`src/rtl/banco_writeback_pkg.sv`:
```
// rtl/banco_writeback_pkg.sv - shared constants and entry layout for the bank write-back path
package banco_writeback_pkg;

   localparam int WB_WIDTH    = 8;
   localparam int WB_NREG     = 4;
   localparam int WB_RD_W     = 2;

   // Entry record is {rd, data}: data in the low bits, rd directly above it.
   localparam int WB_DATA_OFS = 0;
   localparam int WB_RD_OFS   = WB_DATA_OFS + WB_WIDTH;
   localparam int WB_ENT_W    = WB_RD_OFS + WB_RD_W;

endpackage

```
`src/rtl/banco_writeback_fila_wb.sv`:
```
// rtl/banco_writeback_fila_wb.sv - generic circular FIFO with per-entry tag visibility
module fila_wb #(
   parameter int W     = 10,
   parameter int DEPTH = 4,
   parameter int TW    = 2,
   localparam int PW   = $clog2(DEPTH)
) (
   input  logic                       clk,
   input  logic                       r,
   input  logic                       push,
   input  logic [W-1:0]               din,
   input  logic                       pop,
   output logic [W-1:0]               head,
   output logic                       cheio,
   output logic                       vazio,
   output logic [DEPTH-1:0][TW-1:0]   tags,
   output logic [DEPTH-1:0]           tag_valid
);

   logic [DEPTH-1:0][W-1:0] mem;
   logic [PW-1:0]           wptr;
   logic [PW-1:0]           rptr;
   logic [PW:0]             cnt;
   logic                    do_push;
   logic                    do_pop;
   logic [PW-1:0]           off;

   assign cheio   = (cnt == (PW+1)'(DEPTH));
   assign vazio   = (cnt == '0);
   assign do_pop  = pop && !vazio;
   // A pop in the same cycle frees the slot the push is about to take.
   assign do_push = push && (!cheio || do_pop);
   assign head    = mem[rptr];

   always_ff @(posedge clk) begin
      if (do_push) begin
         mem[wptr] <= din;
      end
   end

   always_ff @(posedge clk or negedge r) begin
      if (!r) begin
         wptr <= '0;
         rptr <= '0;
         cnt  <= '0;
      end else begin
         if (do_push) begin
            wptr <= wptr + 1'b1;
         end
         if (do_pop) begin
            rptr <= rptr + 1'b1;
         end
         if (do_push && !do_pop) begin
            cnt <= cnt + 1'b1;
         end else if (do_pop && !do_push) begin
            cnt <= cnt - 1'b1;
         end
      end
   end

   // Slot i holds a live entry when its distance from the read pointer is below the count.
   always_comb begin
      tags      = '0;
      tag_valid = '0;
      off       = '0;
      for (int i = 0; i < DEPTH; i++) begin
         tags[i]      = mem[i][W-1 -: TW];
         off          = PW'(i) - rptr;
         tag_valid[i] = ({1'b0, off} < cnt);
      end
   end

endmodule

```
`src/rtl/banco_writeback.sv`:
```
// rtl/banco_writeback.sv - write-side front end of the 4x8 register bank
module banco_writeback
   import banco_writeback_pkg::*;
#(
   parameter int WIDTH = WB_WIDTH,
   parameter int DEPTH = 4,
   parameter int NREG  = WB_NREG
) (
   input  logic               clk,
   input  logic               r,
   input  logic               alu_valid,
   input  logic [1:0]         alu_rd,
   input  logic [WIDTH-1:0]   alu_dado,
   output logic               alu_ready,
   input  logic               mem_valid,
   input  logic [1:0]         mem_rd,
   input  logic [WIDTH-1:0]   mem_dado,
   output logic               mem_ready,
   input  logic               porta_ocupada,
   output logic [WIDTH-1:0]   dado,
   output logic [1:0]         ra,
   output logic               rw,
   output logic [NREG-1:0]    pend,
   output logic               cheio,
   output logic               vazio
);

   localparam int ENT_W  = WIDTH + WB_RD_W;
   localparam int RD_OFS = WB_DATA_OFS + WIDTH;

   logic [ENT_W-1:0]                 din;
   logic [ENT_W-1:0]                 head;
   logic                             push;
   logic                             pop;
   logic                             cheio_eff;
   logic [DEPTH-1:0][WB_RD_W-1:0]    tags;
   logic [DEPTH-1:0]                 tag_valid;

   fila_wb #(
      .W     (ENT_W),
      .DEPTH (DEPTH),
      .TW    (WB_RD_W)
   ) u_fila (
      .clk       (clk),
      .r         (r),
      .push      (push),
      .din       (din),
      .pop       (pop),
      .head      (head),
      .cheio     (cheio),
      .vazio     (vazio),
      .tags      (tags),
      .tag_valid (tag_valid)
   );

   // Port A belongs to decode while porta_ocupada is high, so writes wait.
   assign pop       = !vazio && !porta_ocupada;
   assign rw        = pop;
   assign cheio_eff = cheio && !pop;

   // Readies are held low while reset is asserted; memory loads win over ALU results.
   assign mem_ready = r && !cheio_eff;
   assign alu_ready = r && !cheio_eff && !mem_valid;

   assign push = (mem_valid && mem_ready) || (alu_valid && alu_ready);

   always_comb begin
      din = '0;
      if (mem_valid) begin
         din[RD_OFS +: WB_RD_W]    = mem_rd;
         din[WB_DATA_OFS +: WIDTH] = mem_dado;
      end else begin
         din[RD_OFS +: WB_RD_W]    = alu_rd;
         din[WB_DATA_OFS +: WIDTH] = alu_dado;
      end
   end

   always_comb begin
      dado = '0;
      ra   = '0;
      if (!vazio) begin
         dado = head[WB_DATA_OFS +: WIDTH];
         ra   = head[RD_OFS +: WB_RD_W];
      end
   end

   always_comb begin
      pend = '0;
      for (int i = 0; i < DEPTH; i++) begin
         if (tag_valid[i]) begin
            pend[tags[i]] = 1'b1;
         end
      end
   end

endmodule

```
`config.mk`:
```
export PLATFORM = sky130hd
export DESIGN_NAME = banco_writeback
export DESIGN_NICKNAME = d
export VERILOG_FILES = /design/src/rtl/banco_writeback_pkg.sv /design/src/rtl/banco_writeback_fila_wb.sv /design/src/rtl/banco_writeback.sv
export SDC_FILE = /design/constraint.sdc
export NUM_CORES = 1
export LEC_CHECK = 0
export ABC_AREA = 0
export CAP_MARGIN = 25
export CORE_MARGIN = 5
export CORE_UTILIZATION = 47
export DETAILED_ROUTE_END_ITERATION = 10
export PLACE_DENSITY = 0.74
export SYNTH_ARGS = -nofsm -noshare
export SYNTH_HDL_FRONTEND = slang
export SYNTH_SLANG_ARGS = --single-unit
```
`constraint.sdc`:
```
create_clock -name clk -period 2.7 [get_ports clk]
set_clock_uncertainty 0.1 [all_clocks]
set_input_delay 0.54 -clock clk [delete_from_list [all_inputs] [get_ports clk]]
set_output_delay 0.54 -clock clk [all_outputs]
set_load 0.05 [all_outputs]
```
# Word-level counts from Yosys, hierarchy flattened
# Index checks and enable logic that the tools add are counted.
# word_totals
reg_bits,47
latch_bits,0
ramBits,0
romBits,0
input_bits,25
output_inout_bits,19
wordCells,83
mem_count,0
# op_classes
addsub,8
n_mul,0
div_mod_pow,0
magnitude_cmp,15
eq_ne,1
shifts,0
n_mux,22
bitwise_logic,3
reduce_logical,27
# op_table
cell,n
bitwise mux 40 bit,1
2-to-1 mux 10 bit,3
binary-select mux 10 bit (select 2 bit),1
demux 10 bit (select 2 bit),1
"< comparator 2 x 3 -> 1 bit, second input constant",6
2-to-1 mux 4 bit,4
logical AND 1 bit,15
< comparator 2 x 3 -> 1 bit,4
OR 4 bit,3
"greater-or-equal comparator 2 x 1 -> 1 bit, second input constant",5
demux 1 bit (select 2 bit),4
logical NOT 1 bit,8
2-to-1 mux 8 bit,1
2-to-1 mux 3 bit,2
"adder 2 x 1 -> 2 bit, second input constant",2
2-to-1 mux 1 bit,4
"subtractor 1 x 2 -> 2 bit, first input constant",2
"subtractor 2 bit, first input constant",2
"adder 3 x 1 -> 3 bit, second input constant",1
"== test 3 bit, second input constant",1
logical NOT 3 bit,1
"subtractor 3 x 1 -> 3 bit, second input constant",1
logical OR 1 bit,2
2-to-1 mux 2 bit,1
nonzero test 2 bit,1

# Logic depth before layout (Yosys ltp)
# depth
depth_word,15
depth_mapped,10

# By module
# A second synthesis with hierarchy kept.
# hier_totals
cells_unflattened,165
hier_area_um2,2469.9
# modules_own_cells
mod,instances,cells_per_inst,area_per_inst_um2,seq_area_each_um2
fila_wb,1,114,2080.7,1376.3
banco_writeback,1,51,389.1,0.0

# Least setup slack after synthesis
# Ideal clock, no wire load.
# synth_path
path_type,register -> output
from,register u_fila.rptr[1]
to,output pend[2]
t_arrival_ps,2106
required_ps,2060
setup_slack_ps,-46
stages_incl_launch_ff,8
path_buffers,1
path_cell_list,dfrtp_1 > buf_2 > inv_1 > ha_1 > a21boi_1 > o21bai_1 > nand2_1 > o221ai_1
# synth_via
elab_chain_cells,9
word_cells_on_any_way,15
classes_between,add/sub: 4; order compare: 4; mux: 4; bitwise: 3
# synth_rtl
element,line,source
from (decl),banco_writeback_fila_wb.sv:22,logic [PW-1:0] rptr;
from (signal assigned),banco_writeback_fila_wb.sv:51,rptr <= rptr + 1'b1;
subtractor 1 x 2 -> 2 bit,banco_writeback_fila_wb.sv:68,off = PW'(i) - rptr;
< comparator 2 x 3 -> 1 bit,banco_writeback_fila_wb.sv:69,"tag_valid[i] = ({1'b0, off} < cnt);"
2-to-1 mux 4 bit,banco_writeback.sv:90,if (tag_valid[i]) begin
OR 4 bit (no source line),-,
2-to-1 mux 4 bit,banco_writeback.sv:90,
OR 4 bit (no source line),-,
2-to-1 mux 4 bit,banco_writeback.sv:90,
OR 4 bit (no source line),-,
2-to-1 mux 4 bit (*),banco_writeback.sv:90,
to (decl),banco_writeback.sv:23,"output logic [NREG-1:0] pend,"
# Mark *: on every way between the ends. The rest lies on a longest branch, timed or not.

# Final worst setup path
# layout_path
from,register u_fila.rptr[1]
to,output pend[1]
# Same word-level chain as after synthesis.

==> impl_metrics.env <==
export IMPL_status="finished, violations left"
export IMPL_violations="setup timing"
export IMPL_num_rows=26
export IMPL_use_met1=0.177
export IMPL_power_w=0.00392
export IMPL_synth_seq_cells=47
export IMPL_final_cell_area_um2=3170
export IMPL_period_minus_slack_ps=2700
export IMPL_synth_flop_cell="edfxtp_1"
export IMPL_finalNetCount=249
export IMPL_yosys_warnings=0
export IMPL_synth_edf_count=40
export IMPL_startpoint_type="flop"
export IMPL_num_antenna_cells=0
export IMPL_fmax_mhz=370
export IMPL_io_buffer_count=43
export IMPL_hold_path_class="input pin to asynchronous set/reset pin"
export IMPL_syn_avg_cell_area_um2=15.3
export IMPL_wl_per_cell_um=18.5
export IMPL_track_usage=0.174
export IMPL_leakage_nw=1.20
export IMPL_placed_area_um2=2970
export IMPL_clk_latency_ps=300
export IMPL_routed_via_density=5.33
export IMPL_ios=44
export IMPL_gp_congestion=0.852
export IMPL_cts_tree="yes"
export IMPL_h_tree_depth=2
export IMPL_timing_worst_slew_pin_value_ps=496
export IMPL_drt_wl_total_um=5270
export IMPL_crit_path_end_kind="output port"
export IMPL_grt_use_met2=0.336
export IMPL_crit_start="u_fila.rptr[1]$_DFFE_PN0P_"
export IMPL_first_pass_iters=4
export IMPL_die_w_um=81.3
export IMPL_multi_input_area_um2=1000
export IMPL_drc_errors=0
export IMPL_setup_viol=1
export IMPL_timing_rr_start="u_fila.cnt[2]$_DFFE_PN0P_"
export IMPL_hold_viol=0
export IMPL_rsz0062_at_grt="true"
export IMPL_initial_utilization=0.478
export IMPL_drt_antenna_violating_nets=0
export IMPL_fin_crit_sh=1.00
export IMPL_slew_viol_final=0
export IMPL_yosysTopAreaCell="edfxtp_1"
export IMPL_fill_cells=391
export IMPL_layout_drive_gt1_share=0.377
export IMPL_cts_clk_slew_worst_paths_ps=80
export IMPL_num_vias=1519
export IMPL_synth_area_leaders="edfxtp_1 50%, mux4_2 9.4%, dfrtp_1 7.3%, mux2_2 5.2%, ha_1 4.7%"
export IMPL_crit_fanout=3
export IMPL_fin_ws_ps=-3.40
export IMPL_grt_pass1_wl_um=8330
export IMPL_die_h_um=81.3
export IMPL_syn_nets=191
export IMPL_power_per_cell_area_nw_per_um2=1240
export IMPL_cts_sinks=47
export IMPL_busiest_layer="met2"
export IMPL_antenna_found_initial=0
export IMPL_grt_ovfl_total=0
export IMPL_async_flop_share=0.149
export IMPL_syn_area_um2=2390
export IMPL_slew_headroom=0.668
export IMPL_design_core_area_um2=5010
export IMPL_synth_common_cells="40 x edfxtp_1, 14 x inv_1, 12 x nor2b_1"
export IMPL_worstSetupPathType="flop to output port"
export IMPL_critical_path_arrival_ps=2060
export IMPL_cts_buffers_inserted=5
export IMPL_area_delta_synth_final_pct=32.4
export IMPL_root_buffer="clkbuf_8"
export IMPL_dp_hpwl_um=3870
export IMPL_required_ps=2060
export IMPL_yosysTopAreaCellShare=0.502
export IMPL_first_iter_violations=53
export IMPL_use_met3=0.0410
export IMPL_ys_seq_area_frac=0.575
export IMPL_grt_pass1_vias=1693
export IMPL_cts_max_path_buffers=2
export IMPL_synth_most_common_cell="edfxtp_1"
export IMPL_ir_drop_v=0.000656
export IMPL_synth_cell_types=32
export IMPL_syn_instance_count=156
export IMPL_cap_viol_max_count=0
export IMPL_layout_area_seq_um2=1380
export IMPL_grt_max_degree=16
export IMPL_hold_buffers=0
export IMPL_die_area_um2=6620
[critical path: stages (launching register included)]
cell and delay [ps]:
dfrtp_1 420, inv_1 110, ha_4 280, a21boi_2 180
o21bai_2 90, nor2b_2 170, a221o_1 360, buf_6 160
[power breakdown]
group | internal [W] | leakage [nW] | switching, W
registers | 0.000954 | 0.446 | 0.000115
clock network | 0.000180 | 0.0418 | 0.000229
logic | 0.00103 | 0.715 | 0.00141
[kinds of logic (layout without fill, tap and decap cells)]
family / count (synthesis) / after routing / share of synthesized area
adders and majority gates: 10 / 10 / 0.0554
DFF: 47 / 47 / 0.575
muxes: 22 / 22 / 0.152
buffers and inverters: 20 / 79 / 0.0403
xor gates and xnor gates: 7 / 7 / 0.0256
AOI/OAI and AO/OA: 17 / 17 / 0.0622
and+or+nand+nor: 33 / 33 / 0.0889
[what timing repair did]
action | CTS | global route
pin swaps | 1 | 7
gates cloned | 0 | 0
endpoints found under the hold margin | 0 | 0
resized for setup | 5 | 13
setup buffers | 2 | 0
endpoints found under the setup margin | 4 | 4
[flip-flops by register name, indices dropped and copies added (netlist names)]
register and cells:
u_fila.cnt 3, u_fila.rptr 2, u_fila.wptr 2, u_fila.tags 8, u_fila.mem 32
[final timing paths]
path | endpoint | slack [ps] | cells after the start
setup reg to reg | u_fila.cnt[2]$_DFFE_PN0P_ | 440 | 9
hold reg to reg | u_fila.wptr[1]$_DFFE_PN0P_ | 500 | 1
max in group asynchronous | u_fila.cnt[1]$_DFFE_PN0P_ | 1920 | 2
setup / recovery | pend[1] | -3 | 7
min in group clk | u_fila.wptr[1]$_DFFE_PN0P_ | 500 | 1
hold / removal | u_fila.wptr[1]$_DFFE_PN0P_ | 450 | 2
[placed cells by master (no fill, tap or decap), types with 2 or more instances in the layout]
cell / instances
nand2_1: 5
nor2b_1: 10
edfxtp_1: 40
o211ai_1: 2
xnor2_1: 3
mux2_2: 11
nor2b_2: 2
inv_1: 12
buf_6: 2
o221ai_2: 2
ha_1: 7
buf_4: 25
ha_4: 2
a221o_1: 2
buf_12: 5
o2111ai_1: 2
clkdlybuf4s50_1: 25
o22a_1: 2
inv_2: 2
xor2_1: 3
o21bai_2: 2
nand2b_1: 3
dfrtp_1: 6
o2111ai_2: 2
clkbuf_8: 5
nor2_1: 4
and2_1: 4
mux4_2: 10
[area by class of cell]
type | count | share of cell area
clock buffers | 5 | 0.0217
clock inverters | 3 | 0.00632
inverters | 14 | 0.0166
multi-input cells | 89 | 0.316
flip-flops and latches | 47 | 0.435
well taps | 70 | 0.0276
repair buffers | 57 | 0.177
[stage by stage]
step / instances / TNS [ps] / setup slack (ps) / util / hold WS, ps
after floorplan: 156 / -91.7 / -45.9 / - / 144
after global placement: 275 / 0 / 173 / 0.594 / 454
after detailed placement: 275 / 0 / 81.1 / 0.594 / 476
after CTS: 285 / -148 / -59.3 / 0.619 / 442
after global routing: 285 / -340 / -105 / 0.632 / 442
final: 285 / -3.40 / -3.40 / 0.632 / 447
[routing by layer]
metal | vias up | part of all wire
li1 | 693 | -
met3 | 13 | 0.037
met5 | - | 0
met4 | 0 | 0.020
met2 | 36 | 0.60
met1 | 777 | 0.35
(Power assumes the default switching activity.)
